File: src/rtl/ldm_expander.sv
// Pre-decode stage: splits ARM LDM/STM into single LDR/STR words (+ optional base writeback).
// Writeback generation is built only when LDM_EXPANDER_WB_EN is defined.
module ldm_expander (
   input  logic        clk,
   input  logic        rst,
   input  logic        flush,
   input  logic        in_valid,
   output logic        in_ready,
   input  logic [31:0] in_code,
   output logic        out_valid,
   input  logic        out_ready,
   output logic [31:0] out_code,
   output logic        out_last,
   output logic        out_user,
   output logic        busy
);

   typedef enum logic [1:0] {
      IDLE = 2'd0,
      XFER = 2'd1
`ifdef LDM_EXPANDER_WB_EN
      , WB = 2'd2
`endif
   } state_t;

   state_t             state;
   logic [3:0]         cond, rn;
   logic               l, s, wb_req, rn_pend;
   logic [15:0]        list, mask;
   logic signed [7:0]  base;
`ifdef LDM_EXPANDER_WB_EN
   logic               u;
   logic [4:0]         n;
`endif

   function automatic logic [4:0] popcnt(input logic [15:0] v);
      popcnt = 5'd0;
      for (int i = 0; i < 16; i++) popcnt = popcnt + {4'd0, v[i]};
   endfunction

   function automatic logic [3:0] low_idx(input logic [15:0] v);
      low_idx = 4'd0;
      for (int i = 15; i >= 0; i--) if (v[i]) low_idx = 4'(i);
   endfunction

   // Offset of a register is fixed by its ascending position in the full list,
   // even when its transfer is reordered.
   function automatic logic [31:0] xfer_word(input logic [3:0] c, input logic ld,
                                             input logic [3:0] b_rn, input logic [15:0] lst,
                                             input logic signed [7:0] b, input logic [3:0] rd);
      logic [4:0]        pos;
      logic signed [7:0] off;
      logic [7:0]        mag;
      pos = popcnt(lst & ((16'h1 << rd) - 16'h1));
      off = b + $signed({1'b0, pos, 2'b00});
      mag = off[7] ? 8'(-off) : 8'(off);
      return {c, 2'b01, 1'b0, 1'b1, ~off[7], 1'b0, 1'b0, ld, b_rn, rd, 4'h0, mag};
   endfunction

   logic              in_blk, in_l, in_rn_last, in_rn_pend, in_only, in_wb;
   logic [3:0]        in_rn, in_first;
   logic [15:0]       in_list, in_mask0, in_rest;
   logic [4:0]        in_n;
   logic [7:0]        n4;
   logic signed [7:0] in_base;

   always_comb begin
      in_blk     = (in_code[27:25] == 3'b100);
      in_list    = in_code[15:0];
      in_rn      = in_code[19:16];
      in_l       = in_code[20];
      in_n       = popcnt(in_list);
      n4         = {1'b0, in_n, 2'b00};
      in_rn_last = in_l & in_list[in_rn];
      in_mask0   = in_rn_last ? (in_list & ~(16'h1 << in_rn)) : in_list;
      in_first   = (in_mask0 != 16'd0) ? low_idx(in_mask0) : in_rn;
      in_rest    = in_mask0 & ~(16'h1 << in_first);
      in_rn_pend = in_rn_last && (in_mask0 != 16'd0);
      in_only    = (in_rest == 16'd0) && !in_rn_pend;
      case (in_code[24:23])
         2'b01:   in_base = 8'sd0;
         2'b11:   in_base = 8'sd4;
         2'b00:   in_base = $signed(8'd4 - n4);
         default: in_base = $signed(8'd0 - n4);
      endcase
`ifdef LDM_EXPANDER_WB_EN
      in_wb = in_code[21] & ~in_rn_last;
`else
      in_wb = in_code[21] & 1'b0;
`endif
   end

   logic        more, cur_pend, cur_only;
   logic [3:0]  cur_first;
   logic [15:0] cur_rest;

   always_comb begin
      more      = (mask != 16'd0) || rn_pend;
      cur_first = (mask != 16'd0) ? low_idx(mask) : rn;
      cur_rest  = mask & ~(16'h1 << cur_first);
      cur_pend  = rn_pend && (mask != 16'd0);
      cur_only  = (cur_rest == 16'd0) && !cur_pend;
   end

   assign in_ready = !rst && !flush && (state == IDLE) && (!out_valid || out_ready);

   always_ff @(posedge clk or posedge rst) begin
      if (rst) begin
         state     <= IDLE;
         out_valid <= 1'b0;
         out_code  <= 32'd0;
         out_last  <= 1'b0;
         out_user  <= 1'b0;
         busy      <= 1'b0;
         cond      <= 4'd0;
         rn        <= 4'd0;
         l         <= 1'b0;
         s         <= 1'b0;
         wb_req    <= 1'b0;
         rn_pend   <= 1'b0;
         list      <= 16'd0;
         mask      <= 16'd0;
         base      <= 8'sd0;
`ifdef LDM_EXPANDER_WB_EN
         u         <= 1'b0;
         n         <= 5'd0;
`endif
      end else if (flush) begin
         state     <= IDLE;
         out_valid <= 1'b0;
         busy      <= 1'b0;
      end else begin
         case (state)
            IDLE: begin
               if (in_valid && in_ready) begin
                  out_valid <= 1'b1;
                  out_user  <= 1'b0;
                  out_last  <= 1'b1;
                  if (in_blk && in_n != 5'd0) begin
                     out_code <= xfer_word(in_code[31:28], in_l, in_rn, in_list, in_base, in_first);
                     out_last <= in_only && !in_wb;
                     out_user <= in_code[22];
                     cond     <= in_code[31:28];
                     rn       <= in_rn;
                     l        <= in_l;
                     s        <= in_code[22];
                     wb_req   <= in_wb;
                     list     <= in_list;
                     base     <= in_base;
                     mask     <= in_rest;
                     rn_pend  <= in_rn_pend;
`ifdef LDM_EXPANDER_WB_EN
                     u        <= in_code[23];
                     n        <= in_n;
`endif
                     state    <= XFER;
                     busy     <= 1'b1;
                  end else if (in_blk) begin
                     out_code <= {in_code[31:28], 28'h1A00000};
                  end else begin
                     out_code <= in_code;
                  end
               end else if (out_ready) begin
                  out_valid <= 1'b0;
               end
            end
            XFER: begin
               if (out_ready) begin
                  if (more) begin
                     out_code <= xfer_word(cond, l, rn, list, base, cur_first);
                     out_last <= cur_only && !wb_req;
                     mask     <= cur_rest;
                     rn_pend  <= cur_pend;
                  end
`ifdef LDM_EXPANDER_WB_EN
                  else if (wb_req) begin
                     out_code <= {cond, 2'b00, 1'b1, (u ? 4'b0100 : 4'b0010), 1'b0,
                                  rn, rn, 4'h0, 1'b0, n, 2'b00};
                     out_last <= 1'b1;
                     out_user <= s;
                     state    <= WB;
                  end
`endif
                  else begin
                     out_valid <= 1'b0;
                     state     <= IDLE;
                     busy      <= 1'b0;
                  end
               end
            end
`ifdef LDM_EXPANDER_WB_EN
            WB: begin
               if (out_ready) begin
                  out_valid <= 1'b0;
                  state     <= IDLE;
                  busy      <= 1'b0;
               end
            end
`endif
            default: state <= IDLE;
         endcase
      end
   end

endmodule

File: config.mk
export PLATFORM = sky130hd
export DESIGN_NAME = ldm_expander
export DESIGN_NICKNAME = d
export VERILOG_FILES = /design/src/rtl/ldm_expander.sv
export SDC_FILE = /design/constraint.sdc
export NUM_CORES = 1
export LEC_CHECK = 0
export BUFFER_PORTS_ARGS = -buffer_cell sky130_fd_sc_hd__buf_2
export CELL_PAD_IN_SITES_DETAIL_PLACEMENT = 0
export CELL_PAD_IN_SITES_GLOBAL_PLACEMENT = 2
export CORE_MARGIN = 2
export CORE_UTILIZATION = 35
export CTS_BUF_LIST = sky130_fd_sc_hd__clkbuf_2
export CTS_CLUSTER_DIAMETER = 30
export CTS_CLUSTER_SIZE = 24
export DETAILED_ROUTE_END_ITERATION = 7
export PLACE_DENSITY_LB_ADDON = 0.15
export REMOVE_ABC_BUFFERS = 1
export SLEW_MARGIN = 5
export SYNTH_ARGS = -nofsm -noshare
export SYNTH_HDL_FRONTEND = slang
export SYNTH_SLANG_ARGS = --single-unit
export TNS_END_PERCENT = 50
File: constraint.sdc
create_clock -name clk -period 7.4 [get_ports clk]
set_input_delay 1.48 -clock clk [delete_from_list [all_inputs] [get_ports clk]]
set_output_delay 1.48 -clock clk [all_outputs]
set_load 0.01 [all_outputs]
# Word-level counts from Yosys, hierarchy flattened
# Index checks and enable logic that the tools add are counted.
[word_totals]
ff_bits = 88
latch_bits = 0
ram_bits = 0
romBits = 0
word_cells = 205
memories = 0
[op_classes]
n_addsub = 53
n_mul = 0
div = 0
order_cmp = 1
eq_ne = 13
shift = 3
mux = 78
bitwise_logic = 12
reduce_logical = 32
[op_table]
columns = ["operator", "n"]
rows = [
  ["adder 5 x 1 -> 5 bit", 33],
  ["2-to-1 mux 4 bit", 34],
  ["2-to-1 mux 32 bit", 3],
  ["AND 16 bit", 5],
  ["2-to-1 mux 16 bit", 5],
  ["case mux 32 bit (2 select lines)", 1],
  ["2-to-1 mux 28 bit", 2],
  ["NOT 16 bit", 3],
  ["left shift 1 x 4 -> 16 bit (first input constant)", 3],
  ["logical NOT 16 bit", 2],
  ["case mux 16 bit (2 select lines)", 1],
  ["nonzero test 16 bit", 2],
  ["subtractor 16 x 1 -> 16 bit (second input constant)", 2],
  ["case mux 8 bit (3 select lines)", 1],
  ["2-to-1 mux 1 bit", 18],
  ["adder 8 bit", 2],
  ["2-to-1 mux 8 bit", 2],
  ["negator 8 bit", 2],
  ["adder 4 x 1 -> 5 bit", 3],
  ["adder 3 x 1 -> 4 bit", 3],
  ["AND reduction 4 bit", 3],
  ["2-to-1 mux 2 bit", 5],
  ["AND reduction 5 bit", 2],
  ["adder 2 x 1 -> 3 bit", 3],
  ["26 further kinds", 52],
]

# Logic depth before layout (Yosys ltp)
[logic_depth]
depth_word = 45
mapped_depth = 35
ltp_nobuf = 32

# Worst setup path after synthesis
# OpenSTA, ideal clock, no wires.
[synth_timing]
path_kind = "input -> register"
from = "input in_code[16]"
to = "register out_code[6]"
arrival_ns = 8.016
slack_ns = -0.697
path_stages = 30
n_path_buf = 3
cell_sequence = "buf_6 > buf_6 > or3_4 > a2bb2oi_2 > a21boi_1 > o31a_2 > buf_6 > nor3_2 > nand2_1 > ha_1 > nor2b_1 > fa_1 > inv_1 > fa_1 > fa_1 > fa_1 > inv_1 > ha_1 > fa_1 > ha_1 > a21o_1 > a21oi_1 > o21bai_1 > a21oi_1 > xnor2_1 > o31ai_1 > xor2_1 > nor3_1 > a21oi_1 > a31oi_1"
[synth_via]
elab_chain_cells = 45
word_cells_on_any_way = 49
[synth_rtl]
columns = ["item", "line", "source"]
rows = [
  ["start: declaration", "9", "input logic [31:0] in_code,"],
  ["binary-select mux 1 bit (select 4 bit) or left shift 1 x 4 -> 16 bit (tied branches)", "74, 75", ""],
  ["2-to-1 mux 1 bit (not written as such) or NOT 16 bit (tied branches)", "74, 75", ""],
  ["AND 1 bit or AND 16 bit (tied branches)", "74, 75", ""],
  ["2-to-1 mux 16 bit", "75", "in_mask0 = in_rn_last ? (in_list & ~(16'h1 << in_rn)) : in_list;"],
  ["2-to-1 mux 4 bit (16 in a row)", "43", "for (int i = 15; i >= 0; i--) if (v[i]) low_idx = 4'(i);"],
  ["2-to-1 mux 4 bit (*)", "76", "in_first = (in_mask0 != 16'd0) ? low_idx(in_mask0) : in_rn;"],
  ["left shift 1 x 4 -> 16 bit (*)", "54", "pos = popcnt(lst & ((16'h1 << rd) - 16'h1));"],
  ["subtractor 16 x 1 -> 16 bit (*)", "54", ""],
  ["[... 5 more ...]", "-", ""],
  ["adder 5 x 1 -> 5 bit (10 in a row)", "38", "for (int i = 0; i < 16; i++) popcnt = popcnt + {4'd0, v[i]};"],
  ["adder 5 x 1 -> 5 bit (*)", "38", ""],
  ["adder 8 bit (*)", "55", "off = b + $signed({1'b0, pos, 2'b00});"],
  ["negator 8 bit", "56", "mag = off[7] ? 8'(-off) : 8'(off);"],
  ["2-to-1 mux 8 bit (*)", "56", ""],
  ["2-to-1 mux 28 bit (*)", "139", "if (in_blk && in_n != 5'd0) begin"],
  ["2-to-1 mux 32 bit (*)", "135", "if (in_valid && in_ready) begin"],
  ["case mux 32 bit (2 select lines) (*)", "133", "case (state)"],
  ["end signal: assignment", "140", "out_code <= xfer_word(in_code[31:28], in_l, in_rn, in_list, in_base, in_first);"],
  ["end signal: assignment", "159", "out_code <= {in_code[31:28], 28'h1A00000};"],
  ["end signal: assignment", "161", "out_code <= in_code;"],
  ["end: declaration", "12", "output logic [31:0] out_code,"],
]
# Mark *: on every way between the ends. The rest lies on a longest branch, timed or not. The select of a mux whose other input is x is not followed.
# A chain may end at the register's enable or synchronous reset.

# Final worst setup path
[layout_timing]
from = "input in_code[19]"
to = "register out_code[5]"
# Same word-level chain as after synthesis.

==> reports/summary.md <==
The die is 151.9 um wide. The run gives 4.676 nW as the static leakage. The tools report the via count of the first global-routing pass as 7505. The share of cells above drive strength 1 is 35.67%.

The total of max-cap violations was 0; the sequential-to-total area share from yosys stat was 27.14%. The final layout contains 1181 nets. The number of iterations in the first detailed-routing pass was 5. Path category of the worst min-delay check: reg -> reg. The run gives 7.0% as the clock network fraction of design power.

Hold is met by 0.5054 ns. After detailed routing, the average wire length per cell comes to 20.14 um. The detail route stage leaves a number of antenna-violating nets equal to 0.

The final number of max-transition violations was 0. In the synthesized netlist, the number of instances is 867. At the pin with the least slew margin, the transition time is 1.127 ns. For this design the top-level I/O count stands at 74. After detailed routing, the wire length on met1 is 12.79 mm.

Summed over all nets, the half-perimeter wirelength after detailed placement is 21.67 mm. The first global-routing pass estimated 42.42 mm of wire. The final worst clock skew was 0.03072 ns. Leaving out fill and tap cells, the most frequent cell in the layout is buf_4.

The worst setup path is launched from an input port. The total met2 wirelength after detailed routing was 13.00 mm; the clock latency reported for the late side of the worst-skew pair was 0.62 ns. The run finished with clean final reports.

Detailed routing inserted a total of 7529 vias. Combinational logic burns 73.8% of the power. Final routed DRC violation total: 0. The run gives 0 as the total of warnings raised by yosys. Prevailing post-synth register cell: dfrtp_1. The average cell area after synthesis is 8.828 um^2, and the count of clock tree sinks is 83. For this run, the top clock speed supported by timing is 0.1353 GHz. For the internal power of the cells, the log shows 1.983 mW. The core region is 21620 um^2. The tools report the final cell utilization of the core as 45.78%. The maximum fanout along the worst path was 13. Buffers inserted during clock tree synthesis total 9.

In this run the power spent charging and discharging nets is 1.898 mW. Top layer used by detailed routing: met4. Port buffering added 73 buffers. The initial utilization of the core area, before any placement, comes to 35.40%. The clock period minus final worst setup slack came out at 7.391 ns. Registers are responsible for 19.2% of the overall power.

The clock passes through at most 2 buffers. Summed over all nets, wire length on met3 after detailed routing comes to 1.216 mm. The total standard cell area after synthesis was 7654 um^2; the number of synthesized register bits was 83.

The maximum number of pins on one net before global-route repair is 84. In this run the core area contains 54 standard-cell rows. After synthesis, the netlist uses 105 different library cells. The tools report the highest ir drop seen on vdd as 0.3834 mV.

After clock tree synthesis, the clock-pin slew on the worst setup and hold paths is 0.26 ns. Setup repair after global routing could not meet its margin everywhere. The vertical extent of the die works out to 151.9 um. STA classifies the critical path endpoint as a flop. After global routing the overflow that remains totals 0.

The run gives 0 as the count of endpoints failing hold in the final timing report. TritonCTS built the clock tree. The tree is rooted in a clkbuf_2. The number of synthesized flops with an enable pin came out at 0. Setup violations remaining at the end of the flow were counted as 0. The tools report the area enclosed by the die boundary as 23070 um^2. Using the TritonRoute via totals, the vias-per-cell ratio works out to 5.512. Layout-stage area growth over the synthesis result: 29.31%.

The tools report the final wirelength as 27.51 mm. For this design the ratio of total power to cell area is 392.1 nW/um^2. The proportion of synthesized flip-flops having asynchronous set or reset works out to 100.0%. At the worst endpoint, the required time is 7.98 ns.

Net switching is 48.90% of the power. The number of DRC markers in iteration 0 is 445, and the max-slew headroom at the worst pin is 24.88%. For this run, the total global-route usage over all layers was measured as 23.29%.

In the layout the commonest cells are buf_4, nand2_1, dfrtp_1, buf_2, inv_1. Global placer's final weighted congestion: 0.9039. The tools report the worst endpoint data arrival time as 7.97 ns. The kind of critical path was in -> reg. The tools report the number of antenna violations at the first check in global routing as 1.

The worst path uses 99.88% of the clock period. The tools report the number of H-tree branching levels as 3.
## cell families (layout without fill, tap and decap cells)
group / after synthesis / count (layout) / synth area share, %
simple gates: 287 / 287 / 20.04
compound gates: 248 / 248 / 23.41
buf+inv: 115 / 332 / 6.670
flops: 83 / 83 / 27.14
fa+ha+maj: 64 / 64 / 13.60
mux: 42 / 42 / 6.000
xor+xnor: 27 / 27 / 3.090
other cells: 1 / 3 / 0.04900
## final cells by class
type | instances | area, um^2
fillers | 2170 | 11720
multi-input cells | 670 | 5349
flip-flops and latches | 83 | 2085
repair buffers | 248 | 1734
well taps | 280 | 350.3
inverters | 68 | 260.3
clock inverters | 5 | 61.31
clock buffers | 11 | 55.05
diodes | 1 | 2.502
## worst max-delay path, cell delays in order
cell      delay, ns
buf_12         0.13
nand3b_1       0.34
buf_4          0.24
o21a_4         0.22
o32a_1         0.18
o31a_1         0.29
nor3_4         0.20
nand2_2        0.12
ha_4           0.27
nor2b_2        0.04
fa_1           0.51
inv_1          0.05
fa_1           0.51
fa_1           0.43
fa_1           0.50
inv_1          0.04
ha_2           0.19
fa_2           0.48
buf_4          0.16
fa_1           0.42
xor2_1         0.33
nor3_1         0.10
nand2b_1       0.16
xor2_1         0.15
o311ai_1       0.26
a22o_1         0.17
## layer usage
layer / track usage [%] / up-vias
li1: - / 3535
met1: 32.85 / 3751
met2: 37.75 / 212
met3: 3.223 / 31
met4: 6.097 / 0
met5: 0 / -
## final timing paths
path,start,endpoint,slack [ns],cells past startpoint
max,in_code[19],out_code[5]$_DFFE_PP0P_,0.009,26
min,out_code[11]$_DFFE_PP0P_,out_code[11]$_DFFE_PP0P_,0.51,2
max reg2reg,mask[9]$_DFFE_PP0P_,out_code[5]$_DFFE_PP0P_,0.19,28
min reg2reg,out_code[11]$_DFFE_PP0P_,out_code[11]$_DFFE_PP0P_,0.51,2
max in group asynchronous,rst,mask[15]$_DFFE_PP0P_,5.41,3
min in group asynchronous,rst,cond[1]$_DFFE_PP0P_,1.17,3
## power groups by stage
stage          Clock (mW)  Sequential [mW]  Combinational, mW
2_1_floorplan           0            0.732               1.73
3_3_place_gp            0            0.747               2.64
3_5_place_dp            0            0.753               2.69
4_1_cts             0.283            0.743               2.75
5_1_grt             0.299            0.766               3.18
6_report            0.272            0.745               2.86
## state kept, by name (all words and copies together), names as in the netlist, 4 cells and up
signal    count
base          6
list         15
out_code     32
rn            4
cond          4
mask         16
## synth_stat cells (12+ instances only)
| master | instances | area [um^2] |
|---|---|---|
| nand2_1 | 99 | 371.6 |
| dfrtp_1 | 83 | 2077 |
| inv_1 | 67 | 251.5 |
| nor2_1 | 56 | 210.2 |
| o21ai_0 | 49 | 245.2 |
| a21oi_1 | 42 | 210.2 |
| fa_1 | 32 | 640.6 |
| ha_1 | 32 | 400.4 |
| mux2_2 | 25 | 281.5 |
| clkbuf_1 | 23 | 86.33 |
| a21o_1 | 21 | 157.7 |
| nand3_1 | 21 | 105.1 |
| xnor2_1 | 18 | 157.7 |
| and2_1 | 15 | 93.84 |
| mux2i_1 | 14 | 140.1 |
| nor3_1 | 13 | 65.06 |
| a221oi_1 | 12 | 105.1 |
## stage by stage
| step | instances | setup TNS [ns] | instance area, um^2 | setup WS [ns] | power [mW] |
|---|---|---|---|---|---|
| final | 1366 | 0 | 9897 | 0.008831 | 3.880 |
| after CTS | 1349 | 0 | 9567 | 0.01216 | 3.777 |
| after global placement | 1326 | -5.649 | 9261 | -0.9989 | 3.389 |
| after floorplan | 821 | -3.130 | 7402 | -0.6567 | 2.460 |
| after detailed placement | 1326 | -6.134 | 9261 | -1.096 | 3.439 |
| after global routing | 1366 | -1.016 | 9897 | -0.2348 | 4.248 |
## timing repair
action / in CTS / in global routing
pin swaps: 20 / 19
gates resized for setup: 34 / 47
setup endpoints to repair: 6 / 6
hold buffers: 0 / 0
setup buffers: 7 / 16
(Power assumes the default switching activity.)
